--- config.mk ---
export PLATFORM = sky130hd
export DESIGN_NAME = multi_debounce
export DESIGN_NICKNAME = d
export VERILOG_FILES = /design/src/rtl/debounce_pkg.sv /design/src/rtl/tick_gen.sv /design/src/rtl/multi_debounce.sv
export SDC_FILE = /design/constraint.sdc
export NUM_CORES = 1
export LEC_CHECK = 0
export CAP_MARGIN = 20
export CORE_MARGIN = 1
export CORE_UTILIZATION = 30
export DETAILED_ROUTE_END_ITERATION = 12
export PLACE_DENSITY = 0.51
export SLEW_MARGIN = 15
export SYNTH_ARGS = -nofsm -noshare
export SYNTH_HDL_FRONTEND = slang
export SYNTH_SLANG_ARGS = --single-unit
--- constraint.sdc ---
create_clock -name clk -period 4.55 [get_ports clk]
set_input_delay 0.6825 -clock clk [delete_from_list [all_inputs] [get_ports clk]]
set_output_delay 0.6825 -clock clk [all_outputs]
set_load 0.03 [all_outputs]
--- src/rtl/debounce_pkg.sv ---
// debounce_pkg -- shared constants and helpers for the multi-channel debouncer.
//   DEF_TICK_DIV : default clk cycles per sample tick (10 ms at 100 MHz)
//   DEF_STABLE_N : default number of consecutive ticks before a new level is accepted
//   clog2()      : bits needed to hold values 0..value-1, never less than 1
package debounce_pkg;

    localparam int DEF_TICK_DIV = 1000000;
    localparam int DEF_STABLE_N = 4;

    function automatic int clog2(input int value);
        int width;
        width = 1;
        while (width < 31 && (1 << width) < value) begin
            width++;
        end
        return width;
    endfunction

endpackage

--- src/rtl/tick_gen.sv ---
// tick_gen -- free-running sample strobe generator.
//   clk   : system clock
//   reset : asynchronous active-low reset
//   tick  : high for the single cycle in which the counter sits at TICK_DIV-1
module tick_gen
    import debounce_pkg::*;
#(
    parameter int TICK_DIV = DEF_TICK_DIV
) (
    input  logic clk,
    input  logic reset,
    output logic tick
);

    localparam int             W    = clog2(TICK_DIV);
    localparam logic [W-1:0]   LAST = W'(TICK_DIV - 1);

    logic [W-1:0] count;

    always_ff @(posedge clk or negedge reset) begin
        if (!reset) begin
            count <= '0;
        end else if (count == LAST) begin
            count <= '0;
        end else begin
            count <= count + W'(1);
        end
    end

    // Decoded straight from the counter register, so it is glitch-free and
    // reads 0 during reset (TICK_DIV is at least 2).
    assign tick = (count == LAST);

endmodule

--- src/rtl/multi_debounce.sv ---
// multi_debounce -- CH independent debouncers sharing one sample tick.
//   clk   : system clock
//   reset : asynchronous active-low reset
//   in    : raw asynchronous channel inputs
//   level : registered debounced level per channel
//   rise  : one-clk pulse when a channel's level goes 0->1
//   fall  : one-clk pulse when a channel's level goes 1->0
//   tick  : shared sample strobe, exported for sibling blocks
module multi_debounce
    import debounce_pkg::*;
#(
    parameter int CH       = 4,
    parameter int TICK_DIV = DEF_TICK_DIV,
    parameter int STABLE_N = DEF_STABLE_N
) (
    input  logic          clk,
    input  logic          reset,
    input  logic [CH-1:0] in,
    output logic [CH-1:0] level,
    output logic [CH-1:0] rise,
    output logic [CH-1:0] fall,
    output logic          tick
);

    localparam int            CW       = clog2(STABLE_N + 1);
    localparam logic [CW-1:0] CNT_LAST = CW'(STABLE_N - 1);

    logic [CH-1:0] meta;
    logic [CH-1:0] sync;

    always_ff @(posedge clk or negedge reset) begin
        if (!reset) begin
            meta <= '0;
            sync <= '0;
        end else begin
            meta <= in;
            sync <= meta;
        end
    end

    tick_gen #(
        .TICK_DIV (TICK_DIV)
    ) u_tick_gen (
        .clk   (clk),
        .reset (reset),
        .tick  (tick)
    );

    for (genvar i = 0; i < CH; i++) begin : g_ch
        logic [CW-1:0] cnt;
        logic          lvl_q;
        logic          rise_q;
        logic          fall_q;

        // cnt counts ticks that have already seen the mismatch; the tick that
        // finds cnt at STABLE_N-1 is the STABLE_N-th one, so it accepts.
        // Any cycle where sync agrees with the level clears progress.
        always_ff @(posedge clk or negedge reset) begin
            if (!reset) begin
                cnt    <= '0;
                lvl_q  <= 1'b0;
                rise_q <= 1'b0;
                fall_q <= 1'b0;
            end else begin
                rise_q <= 1'b0;
                fall_q <= 1'b0;
                if (sync[i] == lvl_q) begin
                    cnt <= '0;
                end else if (tick) begin
                    if (cnt == CNT_LAST) begin
                        cnt    <= '0;
                        lvl_q  <= sync[i];
                        rise_q <= sync[i];
                        fall_q <= ~sync[i];
                    end else begin
                        cnt <= cnt + CW'(1);
                    end
                end
            end
        end

        assign level[i] = lvl_q;
        assign rise[i]  = rise_q;
        assign fall[i]  = fall_q;
    end

endmodule

==> flow_metrics.py <==
metrics = {
    "run_status": {
        "status": "complete, no violations",
    },
    "drt": {
        "ant_nets": 0,
        "wl_um": 3920,
        "drt_iter0_drc": 54,
        "wl_per_cell_um": 12.6,
        "via_count": 1465,
        "drt_first_pass_iters": 4,
        "drcViolationCount": 0,
        "vias_per_cell": 4.73,
    },
    "timing": {
        "fin_skew_ps": 5.87,
        "fin_crit_sh_pct": 77.6,
        "setup_viol": 0,
        "rsz0062_at_grt": "no",
        "period_minus_slack_ps": 3530,
        "tightest_slew_ps": 1040,
        "tns_ps": 0,
        "slew_headroom_pct": 30.8,
        "maxSlewViolCount": 0,
        "fmaxAchievable_mhz": 283,
        "hold_viol": 0,
    },
    "clock_network": {
        "cts_hold_buf": 0,
        "clk_pin_slew_worst_paths_ps": 90,
        "root_buffer": "clkbuf_8",
        "clock_path_buffers": 2,
        "worstSkewPairLatency_ps": 300,
        "post_cts_resize_count": 0,
        "cts_htree_levels": 2,
        "post_cts_buffers": 0,
        "cts.sinks": 52,
        "cts_tree": "done",
        "cts_buffers": 5,
    },
    "grt": {
        "grt_pass1_vias": 1358,
        "grt_max_degree": 53,
        "antenna_found_initial": 0,
        "grt_pass1_wl_um": 6570,
        "grt.total_usage_pct": 11.0,
        "grt.overflow.total": 0,
    },
    "die": {
        "die_x_um": 89.0,
        "ios": 19,
        "start_util_pct": 31.1,
        "core.rowCount": 31,
        "fp.coreArea_sq_um": 7290,
        "die_area_sq_um": 7910,
        "die-height_um": 89.0,
    },
    "placed_design": {
        "place.gp.congestion": 0.750,
        "hpwl_um": 2570,
        "port_buffers": 18,
    },
    "final_layout": {
        "n_fill_cell": 769,
        "num_antenna_cells": 0,
        "area_growth_pct": 12.5,
        "final_util_pct": 35.0,
        "layout-drive-gt1-share_pct": 6.64,
        "nets": 222,
    },
    "logic_synthesis": {
        "syn_area_sq_um": 2270,
        "syn_inst": 200,
        "synthDistinctLibCells": 32,
        "yosys_warnings": 0,
        "post_synth.cell_area_avg_sq_um": 11.3,
        "yosysSeqAreaShare_pct": 57.4,
        "synth-seq-cells": 52,
        "syn_nets": 211,
    },
    "worst_setup_path": {
        "worstSetupEndpointType": "output pin",
        "setup.worst_path.start_class": "flop",
        "worstPathArrival_ps": 2850,
        "critPathMaxFanout": 7,
        "worst_ep_required_time_ps": 3870,
        "worst-setup-path-type": "reg2out",
    },
    "hold_path": {
        "min_path_type": "reg2reg",
    },
    "flow_run": {
        "max_cap_viol_count": 0,
    },
    "power_and_ir_drop": {
        "ir_drop_mv": 0.108,
        "powerDensity_nw_per_um2": 288,
        "p_leak_nw": 1.10,
    },
}
## stage by stage
| step | cells | setup slack (ps) | hold WS [ps] | area, sq um | total power [mW] |
|---|---|---|---|---|---|
| finish | 310 | 1020 | 354 | 2550 | 0.735 |
| global route | 310 | 898 | 376 | 2550 | 0.769 |
| CTS | 310 | 1010 | 356 | 2550 | 0.748 |
| detailed placement | 303 | 1360 | 335 | 2470 | 0.495 |
| global placement | 303 | 1360 | 334 | 2470 | 0.495 |
| floorplan | 200 | 1910 | 331 | 2270 | 0.479 |
## path summary, 6_finish.rpt
| check | from | to | slack, ps | depth (start not counted) |
|---|---|---|---|---|
| worst max-delay path | u_tick_gen.count[7] | tick | 1020 | 4 |
| worst min-delay path | meta[3] | sync[3] | 350 | 0 |
| worst max register to register | u_tick_gen.count[0] | g_ch[0].lvl_q | 2060 | 5 |
| worst min register to register | meta[3] | sync[3] | 350 | 0 |
| max in group asynchronous | reset | g_ch[2].rise_q | 3600 | 2 |
| min in group asynchronous | reset | g_ch[1].fall_q | 490 | 2 |
## placed cells by master (no fill, tap or decap), drive strengths merged, types with 3 or more instances in the layout
cell	n
nand3	8
dfrtp	52
nor3b	7
xor2	10
mux2	4
or3	4
o21ai	8
nand2	18
nor4	3
or4	5
mux2i	3
ha	5
clkdlybuf4s50	17
clkbuf	6
a21oi	7
a21boi	3
nor2b	4
buf	3
nor2	14
nand4	9
xnor2	8
## per-layer routing
layer  global-route usage, %  wire [um]  up-vias
li1                        -          -      704
met1                    14.2       1880      736
met2                    17.3       1880       23
met3                    4.16        141        2
met4                    3.03         15        0
met5                       0          0        -
## power breakdown
group          internal (mW)  switching, mW
Sequential             0.465        0.00239
Combinational        0.00536         0.0115
Clock                  0.105          0.145
## layout make-up
type | instances | area (sq um) | area share, %
sequential | 52 | 1300 | 51.0
multi-input combinational | 130 | 851 | 33.3
timing repair buffer | 20 | 190 | 7.45
tap | 99 | 124 | 4.86
clock buffer | 6 | 72.6 | 2.84
inverter | 2 | 7.51 | 0.294
clock inverter | 1 | 5.00 | 0.196
## cells in the mapped netlist, drive strengths merged
cell type / count / share of area, %
o31ai: 1 / 0.33
or3: 4 / 1.1
a21boi: 3 / 0.99
nand2: 18 / 3.0
inv: 2 / 0.33
dfrtp: 52 / 57
nand4: 9 / 2.5
mux2: 4 / 2.0
xnor2: 8 / 3.1
o21ai: 8 / 1.8
clkbuf: 1 / 0.17
nand3b: 1 / 0.33
buf: 15 / 4.6
and3b: 2 / 0.77
mux2i: 3 / 1.3
a21oi: 7 / 1.5
and4: 1 / 0.39
nor3: 2 / 0.44
or4: 5 / 1.7
ha: 5 / 2.8
nor4: 3 / 1.1
nand4b: 1 / 0.39
nand3: 8 / 1.8
nor3b: 7 / 2.3
nand2b: 1 / 0.28
nor2: 14 / 2.3
nor2b: 4 / 1.1
or4b: 1 / 0.44
xor2: 10 / 3.9
## logic make-up (layout without fill, tap and decap cells)
logic type | count (synthesis) | count (layout) | share of synthesized area (%)
XOR/XNOR | 18 | 18 | 6.95
multiplexers | 7 | 7 | 3.31
flip-flops | 52 | 52 | 57.4
AND/OR/NAND/NOR | 81 | 81 | 19.9
buffers and inverters | 18 | 29 | 5.13
adder cells (fa/ha/maj) | 5 | 5 | 2.76
AO/OA/AOI/OAI | 19 | 19 | 4.63
## sequential cells by signal, indices dropped and copies added, names as in the netlist
register          count
g_ch.cnt             12
g_ch.fall_q           4
g_ch.lvl_q            4
g_ch.rise_q           4
meta                  4
sync                  4
u_tick_gen.count     20
## worst max-delay path: stages, from the launching register on
cell and delay, ps:
dfrtp_1 440, or4b_1 550, or4_1 650, nor2_1 220
clkdlybuf4s50_1 700
Power figures use the tool's default switching activity.
